==> src/rtl/vga_sync_if.sv <==
// VGA pixel-coordinate bundle from the timing generator to the renderer.
// The generator drives every signal; the renderer only reads them.
interface vga_sync_if;
  logic [10:0] x;
  logic [10:0] y;
  logic        hsync;
  logic        vsync;
  logic        video_on;
  logic        p_tick;
  logic        frame_start;

  modport master (
    output x,
    output y,
    output hsync,
    output vsync,
    output video_on,
    output p_tick,
    output frame_start
  );

  modport slave (
    input x,
    input y,
    input hsync,
    input vsync,
    input video_on,
    input p_tick,
    input frame_start
  );
endinterface

==> src/rtl/vga_sync.sv <==
// VGA 640x480@60Hz timing generator with registered, zero-skew sync decode.
// Define VGA_SYNC_PIPE_ALIGN_EN to delay hsync/vsync/video_on one clk (rgb align).
module vga_sync #(
  parameter int CLK_DIV = 2,
  parameter int H_VIS   = 640,
  parameter int H_FP    = 16,
  parameter int H_SYNC  = 96,
  parameter int H_BP    = 48,
  parameter int V_VIS   = 480,
  parameter int V_FP    = 10,
  parameter int V_SYNC  = 2,
  parameter int V_BP    = 33
) (
  input  logic       clk,
  input  logic       reset,
  vga_sync_if.master bus
);

  localparam int H_TOT = H_VIS + H_FP + H_SYNC + H_BP;
  localparam int V_TOT = V_VIS + V_FP + V_SYNC + V_BP;
  localparam int DW    = (CLK_DIV > 1) ? $clog2(CLK_DIV) : 1;

  localparam logic [DW-1:0] DIV_MAX = DW'(CLK_DIV - 1);
  localparam logic [DW-1:0] DIV_ONE = DW'(1);

  localparam logic [10:0] X_MAX = 11'(H_TOT - 1);
  localparam logic [10:0] Y_MAX = 11'(V_TOT - 1);
  localparam logic [10:0] X_VIS = 11'(H_VIS);
  localparam logic [10:0] Y_VIS = 11'(V_VIS);
  localparam logic [10:0] HS_LO = 11'(H_VIS + H_FP);
  localparam logic [10:0] HS_HI = 11'(H_VIS + H_FP + H_SYNC - 1);
  localparam logic [10:0] VS_LO = 11'(V_VIS + V_FP);
  localparam logic [10:0] VS_HI = 11'(V_VIS + V_FP + V_SYNC - 1);

  logic [DW-1:0] div_cnt;
  logic [DW-1:0] div_nxt;
  logic          div_end;
  logic          tick;

  logic [10:0] x_q;
  logic [10:0] y_q;
  logic [10:0] x_nxt;
  logic [10:0] y_nxt;
  logic        x_wrap;
  logic        y_wrap;

  logic hs_q;
  logic vs_q;
  logic von_q;
  logic fs_q;
  logic hs_nxt;
  logic vs_nxt;
  logic von_nxt;
  logic fs_nxt;

  always_comb begin
    div_end = (div_cnt == DIV_MAX);
    tick    = div_end & ~reset;
    div_nxt = div_end ? '0 : div_cnt + DIV_ONE;
  end

  // frame_start is only set by a real wrap, never by reset.
  always_comb begin
    x_wrap = (x_q == X_MAX);
    y_wrap = (y_q == Y_MAX);
    x_nxt  = x_q;
    y_nxt  = y_q;
    fs_nxt = fs_q;
    if (tick) begin
      x_nxt  = x_wrap ? '0 : x_q + 11'd1;
      fs_nxt = x_wrap & y_wrap;
      if (x_wrap) begin
        y_nxt = y_wrap ? '0 : y_q + 11'd1;
      end
    end
  end

  // Decode from the next coordinates so the syncs land with x/y.
  always_comb begin
    hs_nxt  = ~((x_nxt >= HS_LO) && (x_nxt <= HS_HI));
    vs_nxt  = ~((y_nxt >= VS_LO) && (y_nxt <= VS_HI));
    von_nxt = (x_nxt < X_VIS) && (y_nxt < Y_VIS);
  end

  always_ff @(posedge clk) begin
    if (reset) begin
      div_cnt <= '0;
      x_q     <= '0;
      y_q     <= '0;
      hs_q    <= 1'b1;
      vs_q    <= 1'b1;
      von_q   <= 1'b1;
      fs_q    <= 1'b0;
    end else begin
      div_cnt <= div_nxt;
      x_q     <= x_nxt;
      y_q     <= y_nxt;
      hs_q    <= hs_nxt;
      vs_q    <= vs_nxt;
      von_q   <= von_nxt;
      fs_q    <= fs_nxt;
    end
  end

`ifdef VGA_SYNC_PIPE_ALIGN_EN
  logic hs_d;
  logic vs_d;
  logic von_d;

  always_ff @(posedge clk) begin
    if (reset) begin
      hs_d  <= 1'b1;
      vs_d  <= 1'b1;
      von_d <= 1'b1;
    end else begin
      hs_d  <= hs_q;
      vs_d  <= vs_q;
      von_d <= von_q;
    end
  end

  assign bus.hsync    = hs_d;
  assign bus.vsync    = vs_d;
  assign bus.video_on = von_d;
`else
  assign bus.hsync    = hs_q;
  assign bus.vsync    = vs_q;
  assign bus.video_on = von_q;
`endif

  assign bus.x           = x_q;
  assign bus.y           = y_q;
  assign bus.p_tick      = tick;
  assign bus.frame_start = fs_q;

endmodule

==> src/flat_wrapper.sv <==
// flat-port wrapper written by rule: the top's interface ports become plain ports
module vga_sync_flat 
#(
  parameter int CLK_DIV = 2,
  parameter int H_VIS   = 640,
  parameter int H_FP    = 16,
  parameter int H_SYNC  = 96,
  parameter int H_BP    = 48,
  parameter int V_VIS   = 480,
  parameter int V_FP    = 10,
  parameter int V_SYNC  = 2,
  parameter int V_BP    = 33
)
  (clk, reset, bus_x, bus_y, bus_hsync, bus_vsync, bus_video_on, bus_p_tick, bus_frame_start);
  vga_sync_if bus_i ();
  input  logic clk;
  input  logic reset;
  output wire logic [$bits(bus_i.x)-1:0] bus_x;
  output wire logic [$bits(bus_i.y)-1:0] bus_y;
  output wire logic [$bits(bus_i.hsync)-1:0] bus_hsync;
  output wire logic [$bits(bus_i.vsync)-1:0] bus_vsync;
  output wire logic [$bits(bus_i.video_on)-1:0] bus_video_on;
  output wire logic [$bits(bus_i.p_tick)-1:0] bus_p_tick;
  output wire logic [$bits(bus_i.frame_start)-1:0] bus_frame_start;
  assign bus_x = bus_i.x;
  assign bus_y = bus_i.y;
  assign bus_hsync = bus_i.hsync;
  assign bus_vsync = bus_i.vsync;
  assign bus_video_on = bus_i.video_on;
  assign bus_p_tick = bus_i.p_tick;
  assign bus_frame_start = bus_i.frame_start;
  vga_sync #(.CLK_DIV(CLK_DIV), .H_VIS(H_VIS), .H_FP(H_FP), .H_SYNC(H_SYNC), .H_BP(H_BP), .V_VIS(V_VIS), .V_FP(V_FP), .V_SYNC(V_SYNC), .V_BP(V_BP)) u_core (.clk(clk), .reset(reset), .bus(bus_i));
endmodule
==> config.mk <==
export PLATFORM = sky130hd
export DESIGN_NAME = vga_sync_flat
export DESIGN_NICKNAME = d
export VERILOG_FILES = /design/src/rtl/vga_sync_if.sv /design/src/rtl/vga_sync.sv /design/src/flat_wrapper.sv
export SDC_FILE = /design/constraint.sdc
export NUM_CORES = 1
export LEC_CHECK = 0
export CAP_MARGIN = 20
export CORE_AREA = 2 2 57 59
export CTS_CLUSTER_SIZE = 12
export DETAILED_ROUTE_END_ITERATION = 10
export DIE_AREA = 0 0 59 61
export PLACE_DENSITY_LB_ADDON = 0.3
export RECOVER_POWER = 25
export SYNTH_ARGS = -nofsm -noshare
export SYNTH_HDL_FRONTEND = slang
export SYNTH_SLANG_ARGS = --single-unit
==> constraint.sdc <==
create_clock -name clk -period 3 [get_ports clk]
set_input_delay 0.9 -clock clk [delete_from_list [all_inputs] [get_ports clk]]
set_output_delay 0.9 -clock clk [all_outputs]
set_load 0.02 [all_outputs]
Word-level counts from Yosys, hierarchy flattened
Index checks and enable logic that the tools add are counted.

operators by class
  $add $sub $neg = 3
  order comparisons = 6
  equality and inequality tests = 2
  mux-type cells = 5
  bitwise logic cells = 5
  reduce and logical (&&, ||, !) cells = 4

operators by type and width
  cell                                                               number
  two-way mux 11 bit                                                 5
  adder 11 x 1 -> 11 bit (second input constant)                     2
  equality test 11 x 10 -> 1 bit (second input constant)             2
  >= comparator 11 x 10 -> 1 bit (second input constant)             1
  >= comparator 11 x 9 -> 1 bit (second input constant)              1
  less-or-equal comparator 11 x 10 -> 1 bit (second input constant)  1
  less-or-equal comparator 11 x 9 -> 1 bit (second input constant)   1
  less-than comparator 11 x 10 -> 1 bit (second input constant)      1
  less-than comparator 11 x 9 -> 1 bit (second input constant)       1
  logical AND 1 bit                                                  3
  inverter 1 bit                                                     3
  AND 1 bit                                                          2
  OR reduction 2 bit                                                 1
  adder 1 bit (second input constant)                                1

word-level totals
  bits in registers = 27
  input bits = 2
  output and inout port bits = 27
  logic and storage cells = 32

Longest topological paths before layout
  depth after elaboration = 7
  mapped depth = 8
  depth with buffers taken out = 7

Worst setup path after synthesis
Ideal clock, no wire load.

  path kind = input -> register
  from = input reset
  to = register u_core.vs_q, in the netlist u_core.bus.vsync
  library setup time = 0.125 ns
  arrival = 2.301 ns
  required time = 2.875 ns
  slack = 0.574 ns
  stages = 7
  path buffers = 0
  path through = nand2b_1 -> inv_2 -> nand2_1 -> or4_4 -> o211a_1 -> nor4bb_1 -> nand3b_1

between the ends
  cells in the longest elaborated chain, start to end = 6
  elaborated cells on any way between the ends = 7
  classes of those cells = order compare: 2; mux: 1; bitwise: 3; reduce/logical: 1

RTL lines
  element                                                                                           RTL line            RTL
  start, declared                                                                                   flat_wrapper.sv:17  input logic reset;
  inverter 1 bit (*)                                                                                vga_sync.sv:58      tick = div_end & ~reset;
  AND 1 bit (*)                                                                                     vga_sync.sv:58
  named net bus_p_tick                                                                              flat_wrapper.sv:23  output wire logic [$bits(bus_i.p_tick)-1:0] bus_p_tick;
  two-way mux 11 bit (*)                                                                            vga_sync.sv:69      if (tick) begin
  >= comparator 11 x 9 -> 1 bit / less-or-equal comparator 11 x 9 -> 1 bit (equally long branches)  vga_sync.sv:81      vs_nxt = ~((y_nxt >= VS_LO) && (y_nxt <= VS_HI));
  logical AND 1 bit (*)                                                                             vga_sync.sv:81
  inverter 1 bit (*)                                                                                vga_sync.sv:81
  end signal, assigned                                                                              vga_sync.sv:99      vs_q <= vs_nxt;
  end, declared                                                                                     vga_sync.sv:48      logic vs_q;

The timed path passes the listed nets; every way through them passes the cells marked *.
A chain may end at the register's enable or synchronous reset.

Final worst setup path
  from = input reset
  to = output bus_p_tick

between the ends
  cells in the longest elaborated chain, start to end = 2

RTL lines
  element         RTL line
  inverter 1 bit  vga_sync.sv:58
  AND 1 bit       vga_sync.sv:58
  end, declared   flat_wrapper.sv:23

Every way passes these cells.

==> results.py <==
metrics = {
    "status": {
        "status": "finished clean",
    },
    "hold_path": {
        "holdPathEnd": "u_core.bus.frame_start",
        "min_from": "u_core.bus.frame_start",
        "hold_path_class": "reg2reg",
        "holdPathStages": 1,
    },
    "routing": {
        "first_pass_iters": 4,
        "drtAntennaViolNets": 0,
        "drt_iter0_markers": 116,
        "vias_per_cell": 5.93,
        "wire_per_inst_um": 14.7,
        "wirelength_um": 3550,
        "drc": 0,
        "via_count": 1428,
    },
    "power_and_ir_drop": {
        "power.density_nw_per_um2": 307,
        "power_frac_seq_pct": 65.8,
        "p_sw_w": 0.000133,
        "switching_share_pct": 23.9,
        "total_leakage_power_nw": 0.582,
        "p_clk_share_pct": 29.5,
        "power.total_w": 0.000556,
        "vdd_drop_max_mv": 0.150,
        "internal-power_w": 0.000423,
        "combPwrFrac_pct": 4.7,
    },
    "final_layout": {
        "multi_input_area_sq_um": 857,
        "antenna_cells": 0,
        "final_nets": 214,
        "syn_to_final_growth_pct": 23.0,
        "seqCellArea_sq_um": 541,
        "drive_gt1_share_pct": 5.29,
        "fillCellCount": 273,
    },
    "synth": {
        "synth_ff_type": "dfxtp_1",
        "synth_common_cells": "27 x dfxtp_1, 26 x nor2_1, 14 x nand2_1, 10 x nand4_1, 10 x xor2_1",
        "syn-mean-instance-area_sq_um": 8.17,
        "yosys_warnings": 0,
        "synth-async-reset-ratio_pct": 0,
        "synth.most_common_cell": "dfxtp_1",
        "yosys.area.top_type": "dfxtp_1",
        "synth_area_leaders": "dfxtp_1 37%, nor2_1 6.6%, xor2_1 6.0%",
        "synth.distinct_cells": 42,
        "syn-num-nets": 185,
        "syn_inst": 180,
        "yosys.area.top_type_share_pct": 36.7,
        "synth_edf_count": 0,
        "syn-cell-area_sq_um": 1470,
        "ys_seq_area_share_pct": 36.7,
        "synth-seq-cells": 27,
    },
    "critical_path": {
        "start_kind": "input pin",
        "crit_chain": "clkdlybuf4s50_1, nand2b_1, clkinv_1, dlygate4sd2_1",
        "crit_type": "in2out",
        "worst_r2r_endpoint": "u_core.bus.vsync",
        "rr_startpoint": "u_core.bus.x[8]",
        "critPathBufInv": 3,
        "path_delay_family": "buffers and inverters",
        "critPathSlowestCell": "clkdlybuf4s50_1",
        "worst-path-max-fanout": 2,
        "cp.required_ns": 2.10,
        "crit_path_end_kind": "output port",
        "r2r_cells": 6,
        "rrSetupSlack_ns": 0.58,
        "cpPeakStageDelay_ns": 0.47,
        "worstPathArrival_ns": 1.90,
    },
    "sta": {
        "clock_skew_ns": 0.0153,
        "fin_crit_ns": 2.80,
        "hold_viol": 0,
        "drv_slew": 0,
        "relSlewSlack_pct": 54.9,
        "worst_hold_slack_ns": 0.479,
        "finalCritPeriodShare_pct": 93.5,
        "fmax_mhz": 357,
        "rsz0062_at_grt": "no",
        "timing.final.ws_setup_ns": 0.195,
        "worst_slew_pin_slew_ns": 0.676,
        "setup_viol": 0,
    },
    "clock_tree": {
        "postCtsSetupRepairBufs": 0,
        "cts_root_buffer": "clkbuf_4",
        "clk_pin_slew_ns": 0.16,
        "cts_tree": "yes",
        "cts_buffers": 3,
        "clockBufferDepth": 2,
        "clock-sinks": 27,
        "clock_latency_ns": 0.34,
        "cts_max_level": 1,
    },
    "global_routing": {
        "grt_usage_pct": 22.3,
        "grt_pass1_vias": 1322,
        "grt_antenna_before_repair": 0,
        "grt_max_degree": 16,
        "grt_first_pass_wirelength_um": 6140,
        "grt_overflow": 0,
    },
    "floorplan": {
        "coreArea_sq_um": 2950,
        "floorplan.die_area_sq_um": 3600,
        "die_w_um": 59,
        "die_h_um": 61,
        "rows": 20,
        "io_pins": 29,
        "initial_core_util_pct": 49.8,
    },
    "placement": {
        "numPortBuffers": 28,
        "place_congestion": 0.926,
        "dp_slack_ns": -0.0598,
        "dp_hpwl_um": 2580,
    },
    "job": {
        "cap_violations": 0,
    },
}
## per-layer routing
metal	share of wire, %	GRT usage, %
met1	47	30.7
met2	47	36.0
met3	4.3	2.35
met4	1.2	8.44
met5	0	0
## worst reg2reg max path: cells and delay by family, from the launching register on
family | cells | cell delay [ns]
and+or+nand+nor | 5 | 1.51
AOI/OAI and AO/OA | 1 | 0.18
DFF | 1 | 0.61
## cells by family after synthesis
logic type / Yosys count / share of synthesized area (%)
flops: 27 / 36.7
xor+xnor: 17 / 10.1
buf+inv: 16 / 4.76
simple gates: 85 / 30.8
compound gates: 31 / 14.3
mux: 1 / 0.765
fa+ha+maj: 3 / 2.55
## power by group through the flow
stage / clock network [W] / logic [W] / registers, W
6_report: 0.000164 / 0.0000261 / 0.000366
5_1_grt: 0.000184 / 0.0000289 / 0.000367
4_1_cts: 0.000169 / 0.0000270 / 0.000366
3_5_place_dp: 0 / 0.0000274 / 0.000373
3_3_place_gp: 0 / 0.0000271 / 0.000373
2_1_floorplan: 0 / 0.0000121 / 0.000375
## worst max-delay path by stage
stage               start  depth (start not counted)  slack (ns)               end
finish              reset                          4        0.20        bus_p_tick
floorplan           reset                          7        0.57  u_core.bus.vsync
global route        reset                         10        0.09  u_core.bus.vsync
detailed placement  reset                          4       -0.06        bus_p_tick
CTS                 reset                          4        0.21        bus_p_tick
global placement    reset                          4       -0.05        bus_p_tick
## area by class of cell
type | instances | area share, %
Tap cell | 33 | 2.28
Multi-Input combinational cell | 137 | 47.4
Clock buffer | 3 | 1.24
Clock inverter | 1 | 0.277
Sequential cell | 27 | 29.9
Inverter | 6 | 1.24
Timing Repair Buffer | 34 | 17.7
## through the flow
| step | instance area [sq um] | TNS (ns) | util (%) | cells |
|---|---|---|---|---|
| 5_1_grt | 1810 | 0 | 61.3 | 241 |
| 2_1_floorplan | 1470 | 0 | - | 180 |
| 3_3_place_gp | 1790 | -0.0496 | 60.6 | 237 |
| 3_5_place_dp | 1790 | -0.0731 | 60.6 | 237 |
| 4_1_cts | 1820 | 0 | 61.5 | 241 |
| 6_report | 1810 | 0 | 61.3 | 241 |
## cells in the final DEF, fill, tap and decap left out, types with 6 or more instances in the layout
cell             count
nor2_1              26
nand3_1              9
nand2_1             14
clkdlybuf4s50_1     23
dfxtp_1             27
xor2_1              10
o21ai_0              6
nand4_1             10
xnor2_1              7
## registers in the layout, summed over array words and instances (netlist names)
name,count
u_core.bus.y,11
u_core.div_cnt,1
u_core.bus.video_on,1
u_core.bus.hsync,1
u_core.bus.vsync,1
u_core.bus.x,11
u_core.bus.frame_start,1
## what timing repair did
| action | CTS | global route |
|---|---|---|
| setup endpoints to repair | 1 | 0 |
| resized for setup | 1 | 0 |
| hold endpoints to repair | 0 | 0 |
| hold buffers | 0 | 0 |
(Power assumes the default switching activity.)
==> RTL change: new RTL, config.mk and constraints unchanged <==
`x_q` and `y_q` no longer have a reset.
--- a/src/rtl/vga_sync.sv
+++ b/src/rtl/vga_sync.sv
@@ -86,6 +86,4 @@
     if (reset) begin
       div_cnt <= '0;
-      x_q     <= '0;
-      y_q     <= '0;
       hs_q    <= 1'b1;
       vs_q    <= 1'b1;
@@ -94,6 +92,4 @@
     end else begin
       div_cnt <= div_nxt;
-      x_q     <= x_nxt;
-      y_q     <= y_nxt;
       hs_q    <= hs_nxt;
       vs_q    <= vs_nxt;
@@ -101,4 +97,9 @@
       fs_q    <= fs_nxt;
     end
+  end
+
+  always_ff @(posedge clk) begin
+    x_q <= x_nxt;
+    y_q <= y_nxt;
   end
 
Check against the original RTL: differs if reset is asserted again (counterexample within 4 cycles, from zero or initial values and one cycle with reset high); with reset held inactive, the same outputs for 10 cycles.
==> RTL change against the unedited design <==
Sequential cell count unchanged; synthesized area decreased by 9.4%; first-iteration DRC count decreased by 52%; wire length decreased by 10%; die area unchanged; cell area decreased by 5.0%; worst setup slack got worse by 0.092 ns.
Power is not compared: it rests on default switching activity, and its combinational part moved more than twofold at a synthesized area within 25%.
==> RTL change: results (changes against the unedited design) <==
synth_xor_area_share_pct: 7.23  # -2.9 points
timing.rr.start: "u_core.bus.x[4]"
yosys-top-cells-area: "dfxtp_1 41%, nand3_1 5.3%, nand2_1 5.1%"
pre_cts_slack_ns: -0.269  # -0.209 ns
vias: 1278  # -11%
r2r_end: "u_core.bus.vsync"
synth_fa_ha_area_share_pct: 2.82  # +0.27 points
dr_wl_met3_microns: 146  # -3.3%
cts_root_buffer: "clkbuf_4"
drt-met1-wl_microns: 1470  # -12%
status: "completed"
slowest_delay_ns: 0.45  # -0.02 ns
synth_flop_cell: "dfxtp_1"
r2r_slack_ns: 0.62  # +0.04 ns
min_path_cells: 1  # unchanged
dr_wl_met2_microns: 1500  # -11%
cts_buffers: 3  # unchanged
syn-num-nets: 158  # -15%
synth.top_cells.by_count: "27 x dfxtp_1, 18 x nand2_1, 14 x nand3_1"
yosysUniqueCellTypes: 41  # -2.4%
place_congestion: 0.830  # -10%
cp-endpoint: "u_core.bus.video_on"
track_usage_pct: 19.4  # -2.9 points
finalNetCount: 196  # -8.4%
path_clk_slew_ns: 0.14  # -0.02 ns
grt_pass1_wl_microns: 5300  # -14%
drt-initial-drc-count: 56  # -52%
routed_wl_microns: 3190  # -10%
n_antenna_cell: 0  # unchanged
yosysSeqAreaShare_pct: 40.6  # +3.8 points
whs_ns: 0.476  # -0.00309 ns
drive_gt1_share_pct: 9.47  # +4.2 points
slew_headroom_pct: 75.7  # +21 points
r2r_cells: 7  # +1
synth-compound-area-share_pct: 13.8  # -0.48 points
hold_end: "u_core.div_cnt"
clkLatencyLatePin_ns: 0.32  # -0.02 ns
grt_pass1_vias: 1184  # -10%
dp_hpwl_microns: 2400  # -6.9%
antenna_found_initial: 0  # unchanged
min-delay-start: "u_core.div_cnt"
cp_max_fo: 10  # +8
setup_ws_ns: 0.104  # -0.0916 ns
synth.area.mux_share_pct: 0  # -0.77 points
finClkSkew_ns: 0.00509  # -0.0102 ns
grt_start_max_net_pins: 15  # -1
[RTL change: per-stage QoR]
stage	total power (uW)	instances	util, %	instance area (sq um)
2_1_floorplan	493	153	-	1330
3_3_place_gp	555	219	57.7	1700
3_5_place_dp	559	219	57.7	1700
4_1_cts	710	223	58.6	1730
5_1_grt	742	223	58.2	1720
6_report	706	223	58.2	1720
[RTL change: routing by layer]
layer | GRT usage [%] | up-vias
met3 | 2.56 | 8
met5 | 0 | -
li1 | - | 633
met2 | 32.4 | 46
met1 | 25.0 | 591
met4 | 8.77 | 0
[RTL change: power by group through the flow]
stage	Combinational, uW	Sequential [uW]	Clock (uW)
3_5_place_dp	138	421	0
6_report	135	412	158
4_1_cts	138	413	159
3_3_place_gp	135	420	0
2_1_floorplan	47.1	446	0
5_1_grt	148	417	177
[RTL change: timing repair]
action | CTS | global route
gates resized for setup | 1 | 2
endpoints found under the setup margin | 1 | 2
pin swaps | 0 | 1
[RTL change: worst max-delay path: cells and delay by family]
family / cells / cell delay (ns)
simple gates: 3 / 0.91
buf+inv: 2 / 0.62
compound gates: 2 / 0.55
xor+xnor: 1 / 0.17
[RTL change: cells by family (layout without fill, tap and decap cells)]
logic type                 Yosys count  after routing
buffers and inverters               11             48
adders and majority gates            3              3
DFF                                 27             27
and+or+nand+nor                     73             73
xor gates and xnor gates            11             11
AOI/OAI and AO/OA                   28             28
[RTL change: area by class of cell]
| type | instances | area (sq um) |
|---|---|---|
| well taps | 33 | 41.3 |
| inverters | 5 | 18.8 |
| repair buffers | 39 | 350 |
| flip-flops and latches | 27 | 541 |
| multi-input cells | 115 | 741 |
| clock buffers | 4 | 26.3 |
| fillers | 289 | 1230 |
